File: src/rtl/clic_irq_target.sv
// Single-target interrupt presenter: per-source edge/level pending cells, a
// level/id arbiter, and a two-state handshake toward one core.

module clic_src_cell (
  input  logic clk_i,
  input  logic rst_ni,
  input  logic src,
  input  logic ie,
  input  logic trig_edge,
  input  logic clr,
  output logic pend
);
  logic src_q, ep;

  // A new edge in the same cycle as the ack clear keeps ep set.
  always_ff @(posedge clk_i or negedge rst_ni) begin
    if (!rst_ni) begin
      src_q <= 1'b0;
      ep    <= 1'b0;
    end else begin
      src_q <= src;
      ep    <= (src & ~src_q & trig_edge) | (ep & ~clr);
    end
  end

  // Masking only gates pend; ep survives ie being cleared.
  assign pend = ie & (trig_edge ? ep : src_q);
endmodule

module clic_irq_target #(
  parameter int unsigned NumSrc = 64,
  localparam int unsigned IdW   = $clog2(NumSrc)
) (
  input  logic                clk_i,
  input  logic                rst_ni,
  input  logic [NumSrc-1:0]   src_i,
  input  logic [NumSrc-1:0]   ie_i,
  input  logic [NumSrc-1:0]   trig_edge_i,
  input  logic [NumSrc*8-1:0] level_i,
  output logic [NumSrc-1:0]   irq_o,
  output logic [7:0]          irq_level_o,
  input  logic                irq_ack_i,
  output logic [IdW-1:0]      irq_id_o
);
  typedef enum logic {IDLE, PRESENT} state_e;

  state_e            state_q, state_d;
  logic [IdW-1:0]    id_q, win_id;
  logic [7:0]        lvl_q, win_lvl;
  logic              win_any, beats, load, ack_clr;
  logic [NumSrc-1:0] pend, clr;

  for (genvar k = 0; k < NumSrc; k++) begin : g_src
    clic_src_cell u_cell (
      .clk_i     (clk_i),
      .rst_ni    (rst_ni),
      .src       (src_i[k]),
      .ie        (ie_i[k]),
      .trig_edge (trig_edge_i[k]),
      .clr       (clr[k]),
      .pend      (pend[k])
    );
  end

  // Ascending scan with >= so the highest id wins a level tie.
  always_comb begin
    win_any = 1'b0;
    win_id  = '0;
    win_lvl = '0;
    for (int k = 0; k < NumSrc; k++) begin
      if (pend[k] && (!win_any || level_i[8*k +: 8] >= win_lvl)) begin
        win_any = 1'b1;
        win_id  = IdW'(k);
        win_lvl = level_i[8*k +: 8];
      end
    end
  end

  assign beats = win_any && ((win_lvl > lvl_q) || (win_lvl == lvl_q && win_id > id_q));

  always_comb begin
    state_d = state_q;
    load    = 1'b0;
    ack_clr = 1'b0;
    unique case (state_q)
      IDLE: begin
        if (win_any) begin
          load    = 1'b1;
          state_d = PRESENT;
        end
      end
      PRESENT: begin
        if (irq_ack_i) begin
          ack_clr = 1'b1;
          state_d = IDLE;
        end else if (!pend[id_q] || beats) begin
          state_d = IDLE;
        end
      end
      default: state_d = IDLE;
    endcase
  end

  always_comb begin
    clr       = '0;
    clr[id_q] = ack_clr & trig_edge_i[id_q];
  end

  always_ff @(posedge clk_i or negedge rst_ni) begin
    if (!rst_ni) begin
      state_q <= IDLE;
      id_q    <= '0;
      lvl_q   <= '0;
    end else begin
      state_q <= state_d;
      if (load) begin
        id_q  <= win_id;
        lvl_q <= win_lvl;
      end
    end
  end

  // Driven from registers only, so ack never reaches irq_o combinationally.
  always_comb begin
    irq_o = '0;
    if (state_q == PRESENT) irq_o[id_q] = 1'b1;
  end

  assign irq_level_o = lvl_q;
  assign irq_id_o    = id_q;
endmodule

File: config.mk
export PLATFORM = sky130hd
export DESIGN_NAME = clic_irq_target
export DESIGN_NICKNAME = d
export VERILOG_FILES = /design/src/rtl/clic_irq_target.sv
export SDC_FILE = /design/constraint.sdc
export NUM_CORES = 1
export LEC_CHECK = 0
export ABC_AREA = 1
export BUFFER_PORTS_ARGS = -buffer_cell sky130_fd_sc_hd__buf_4
export CORE_AREA = 4 4 302 304
export DETAILED_ROUTE_END_ITERATION = 7
export DIE_AREA = 0 0 306 308
export GPL_TIMING_DRIVEN = 1
export SETUP_SLACK_MARGIN = 0.15
export SYNTH_ARGS = -nofsm -noshare
export SYNTH_HDL_FRONTEND = slang
export SYNTH_SLANG_ARGS = --single-unit
File: constraint.sdc
create_clock -name clk_i -period 254.5 [get_ports clk_i]
set_clock_uncertainty 0.05 [all_clocks]
set_input_delay 25.45 -clock clk_i [delete_from_list [all_inputs] [get_ports clk_i]]
set_output_delay 25.45 -clock clk_i [all_outputs]
set_load 0.05 [all_outputs]
## After elaboration in Yosys (flattened, before gate mapping)

Cells that the tools add are included.

| cells by class | value |
|---|---|
| eq/ne operators | 1 |
| magnitude comparators | 67 |
| bitwise operators | 451 |
| muxes and demuxes | 269 |
| reduce and logical (&&, ||, !) cells | 195 |

Operator list:

| cell | count |
|---|---|
| 8-bit two-way mux | 64 |
| 8-bit >= comparator | 63 |
| 6-bit two-way mux | 61 |
| 1-bit bitwise AND | 257 |
| 1-bit two-way mux | 138 |
| 1-bit inverter | 129 |
| 1-bit logical AND | 66 |
| 1-bit logical OR | 65 |
| 64-bit bitwise AND | 1 |
| 1-bit zero test | 64 |
| 64-bit two-way mux | 1 |
| 1-bit bitwise OR | 64 |
| 1-bit binary-select mux with 6-bit select | 2 |
| 8-bit == test | 1 |
| 8-bit greater-than comparator | 1 |
| 6-bit by 7-bit < comparator with 1-bit output, second input constant | 1 |
| 1-bit demux with 6-bit select | 1 |
| 6-bit by 1-bit >= comparator with 1-bit output, second input constant | 1 |
| 6-bit greater-than comparator | 1 |
| 2-bit two-way mux | 1 |
| 1-bit one-hot mux with 2 select lines | 1 |

| word-level totals | value |
|---|---|
| word-level logic and storage cells | 1114 |
| input bits | 707 |
| output and inout bits | 78 |
| flip-flop bits (word level) | 143 |

## Logic depth before layout (Yosys ltp)

| logic depth | value |
|---|---|
| word-level depth | 263 |
| depth in mapped cells | 892 |
| mapped depth without buffers | 820 |

## Hierarchy

A second synthesis with hierarchy kept.

| second synthesis, totals | value |
|---|---|
| cells, all modules | 4323 |
| area, all modules | 27172.3 um2 |

Modules (own cells, without submodules):

| module | area an instance (um2) | seq. area each (um2) | times used | cells each |
|---|---|---|---|---|
| clic_irq_target | 21727.1 | 375.4 | 1 | 3683 |
| clic_src_cell | 85.1 | 50.0 | 64 | 10 |

## Worst setup path before layout

Ideal clock, no wire load.

| path | value |
|---|---|
| path kind | input -> register |
| from | in trig_edge_i[0] |
| to | reg state_q |
| stages on the path | 786 |
| setup slack | 147.444 ns |
| arrival time | 106.887 ns |
| cell sequence | inv_1 -> or2_4 -> nand2_4 -> inv_2 -> nand2_1 -> ha_1 -> nand2_1 -> inv_1 -> o21bai_1 -> nand2_2 -> nor2_4 -> nand2_2 -> nand2_2 -> buf_6 -> o21ai_0 -> ha_1 -> nand2_1 -> nor2_1 -> (+750 left out) -> o21ai_0 -> nand2_1 -> a21oi_1 -> o21bai_1 -> a21oi_1 -> nand2_1 -> nand2_2 -> buf_6 -> nand3_2 -> and2_1 -> ha_1 -> nand2_1 -> nor2_1 -> nand4_1 -> o2111ai_1 -> o211ai_1 -> nand4_1 -> nand2_1 |

| between the ends | value |
|---|---|
| longest elaborated chain between the ends | 263 |
| elaborated cells on any way between the ends | 459 |
| classes of those cells | order compare (65); eq/ne (1); mux (198); bitwise (1); reduce/logical (194) |

RTL lines:

| what | line | source |
|---|---|---|
| from (decl) | 38 | `input logic [NumSrc-1:0] trig_edge_i,` |
| 1-bit two-way mux (*) | 27 | `assign pend = ie & (trig_edge ? ep : src_q);` |
| 1-bit bitwise AND (*) | 27 |  |
| 8-bit two-way mux or 1-bit two-way mux (tied branches) | 71 | `if (pend[k] && (!win_any \|\| level_i[8*k +: 8] >= win_lvl)) begin` |
| 8-bit >= comparator or 1-bit zero test (tied branches) | 71 |  |
| 1-bit logical OR | 71 |  |
| 1-bit logical AND | 71 |  |
| 8-bit two-way mux or 1-bit two-way mux (tied branches) | 71 |  |
| 8-bit >= comparator or 1-bit zero test (tied branches) | 71 |  |
| (+247 left out) | - |  |
| via win_lvl[7] | 49 | `logic [7:0] lvl_q, win_lvl;` |
| branches (longest 2 deep; another with 8-bit greater-than comparator) | - |  |
| 1-bit logical OR (*) | 79 | `assign beats = win_any && ((win_lvl > lvl_q) \|\| (win_lvl == lvl_q && win_id > id_q));` |
| 1-bit logical AND (*) | 79 |  |
| 1-bit logical OR (*) | 96 | `end else if (!pend[id_q] \|\| beats) begin` |
| 1-bit two-way mux (*) | 96 |  |
| 1-bit two-way mux (*) | 93 | `if (irq_ack_i) begin` |
| 1-bit one-hot mux with 2 select lines (*) | 85 | `unique case (state_q)` |
| via state_d | 47 | `state_e state_q, state_d;` |
| to (signal assigned) | 115 | `state_q <= state_d;` |
| to (decl) | 47 |  |

Mark *: on every way through the listed nets, which the timed path passes. The select of a mux whose other input is x is not followed.
A chain may end at the register's enable or synchronous reset.

## Final worst setup path

Ends and elaborated chain as after synthesis.

==> reports/results.txt <==
drt pass-1 iters: 8
CTS Buf Count: 17
die width: 306 µm
worst r2r src: g_src[0].u_cell.ep
dpl hpwl: 110000 µm
total grt overflow: 0
initial antenna violation count: 34
register area: 3580 µm²
worst-margin pin slew: 1170 ps
CP max-delay cell: a2111oi_0
setup_tns: 0 ps
Antenna Nets Post-Route: 0
kind of critical path: in2reg
max layer used: met5
Hold Path Class: reg2reg
Main synth FF type: dfrtp_1
Slew HR: 0.208
maxcap violations: 0
Gate Count Post-Synth: 4303
Core Footprint: 88200 µm²
Post-synth EDFFs: 0
Reg clk slew, reported paths: 70 ps
worst-skew pair later-pin latency: 500 ps
Fill cells: 9699
via count: 30.8k
post-CTS setup buffer count: 0
area growth from synthesis to layout: 27.4%
# placed instances: 6182
asr flop ratio synth: 1.00
CP arrival: 116840 ps
fmax: 8.59 MHz
area share of the largest cell type after synthesis: 0.215
Synth area leader: ha_1
CTS tree: done
top cells by area, synth: ha_1 21%, nand2_1 17%, dfrtp_1 13%, o21ai_0 13%, inv_1 6.8%
layout cells sized above 1: 0.230
Root Buffer Master: clkbuf_16
Seq/Total Area, Yosys: 0.133
met3 WL: 9310 µm
startpoint types: primary input
FP Rows: 109
htree depth: 4
wire per inst: 20.3 µm
Initial DRC Count: 1780
Final Max Slew Viols: 0
crit path max fanout: 21
post_cts resized: 0
post-synthesis net count: 5471
DRT Wirelength: 126000 µm
DRT met1 WL: 52400 µm
Clock Tree Buf Depth: 2
hold_buf cts: 0
CP required: 254890 ps
largest net degree at the start of global routing: 89
Die Area: 94200 µm²
port buffer count: 784
overall global routing resource usage: 0.259
fin crit share: 0.458
area of the multi-input gates: 20300 µm²
RSZ-0062 raised after global routing: no
most frequent cell after synthesis: nand2_1
Starting Density: 0.304
Remaining DRCs: 0
run status: finished clean
cell repeated most along the worst path: nand2_1
Final nets: 6204
number of synthesized register bits: 143
Die H: 308 µm
Hold Crit Start: g_src[0].u_cell.src_q
vias in the first global route: 30.2k
Synth Area per Inst: 6.24 µm²
gpl congestion: 0.932
Final setup viols: 0
clock period minus worst slack: 116450 ps
fin cells: 6242
CP max stage delay: 520 ps
worst setup path startpoint: trig_edge_i[0]
Synth Cell Area: 26800 µm²
vias per cell: 4.93
post-synth cell types: 61
clock sink count: 143
commonest cells in the netlist: 1250 x nand2_1, 705 x o21ai_0, 485 x inv_1
final hold violation count: 0
met2 WL: 59500 µm
DP Worst Slack: 138340 ps
CP Capture Type: register
setup ws final: 138050 ps
Synthesis Warnings: 0
IO Count: 785
global-route wire length before repair: 184000 µm
==> registers in the layout, indices dropped and copies added (netlist names) <==
register / count
state_q: 1
irq_level_o: 8
g_src.u_cell.ep: 64
g_src.u_cell.src_q: 64
irq_id_o: 6
==> area by class of cell <==
type / count / share of cell area
Sequential cell: 143 / 0.105
Tap cell: 1165 / 0.0426
Inverter: 535 / 0.0602
Timing Repair Buffer: 817 / 0.179
Clock inverter: 14 / 0.00501
Multi-Input combinational cell: 3522 / 0.593
Clock buffer: 18 / 0.0128
Antenna cell: 28 / 0.00205
==> logic make-up after synthesis <==
group / Yosys count / share of synthesized area
compound gates: 1008 / 0.201
simple gates: 2053 / 0.337
fa+ha+maj: 461 / 0.215
buf+inv: 638 / 0.113
flops: 143 / 0.133
==> per-layer routing <==
metal  track usage  vias up
li1              -    15700
met3        0.0654      184
met2         0.440      960
met4         0.114        4
met5             0        -
met1         0.311    13900
==> worst max-delay path: cells and delay by family <==
| kind | cells | cell delay (ps) |
|---|---|---|
| buffers and inverters | 53 | 3030 |
| and+or+nand+nor | 408 | 38730 |
| AOI/OAI and AO/OA | 186 | 30880 |
| adders and majority gates | 64 | 18430 |
==> layout by cell type (no fill, tap or decap), types with 15 or more instances in the layout <==
master / n
inv_2: 35
nand2_1: 1250
o211ai_1: 20
nor2_1: 382
nand3_2: 52
o22ai_1: 59
nand2_2: 129
nand3_1: 115
clkbuf_16: 17
a21oi_1: 156
diode_2: 28
buf_4: 816
nand2_4: 39
ha_1: 461
o21ai_0: 705
dfrtp_1: 143
nor3_2: 15
inv_1: 483
==> through the flow <==
stage          utilization  hold WS [ps]  cell area, µm²
5_1_grt              0.388           447           34200
3_3_place_gp         0.380           391           33500
4_1_cts              0.387           405           34100
3_5_place_dp         0.380           396           33500
2_1_floorplan            -           381           26800
6_report             0.388           404           34200
==> final timing paths <==
path / to / slack [ps] / cells after the start
hold / removal: g_src[0].u_cell.ep / 400 / 1
max in group asynchronous: g_src[42].u_cell.src_q / 228060 / 2
setup reg to reg: state_q / 162790 / 711
hold reg to reg: g_src[0].u_cell.ep / 400 / 1
setup / recovery: state_q / 138050 / 711
min in group asynchronous: g_src[11].u_cell.ep / 24990 / 1
Power is not shown: default switching activity piles up to over one toggle a cycle in this logic, so the estimate is an artifact.
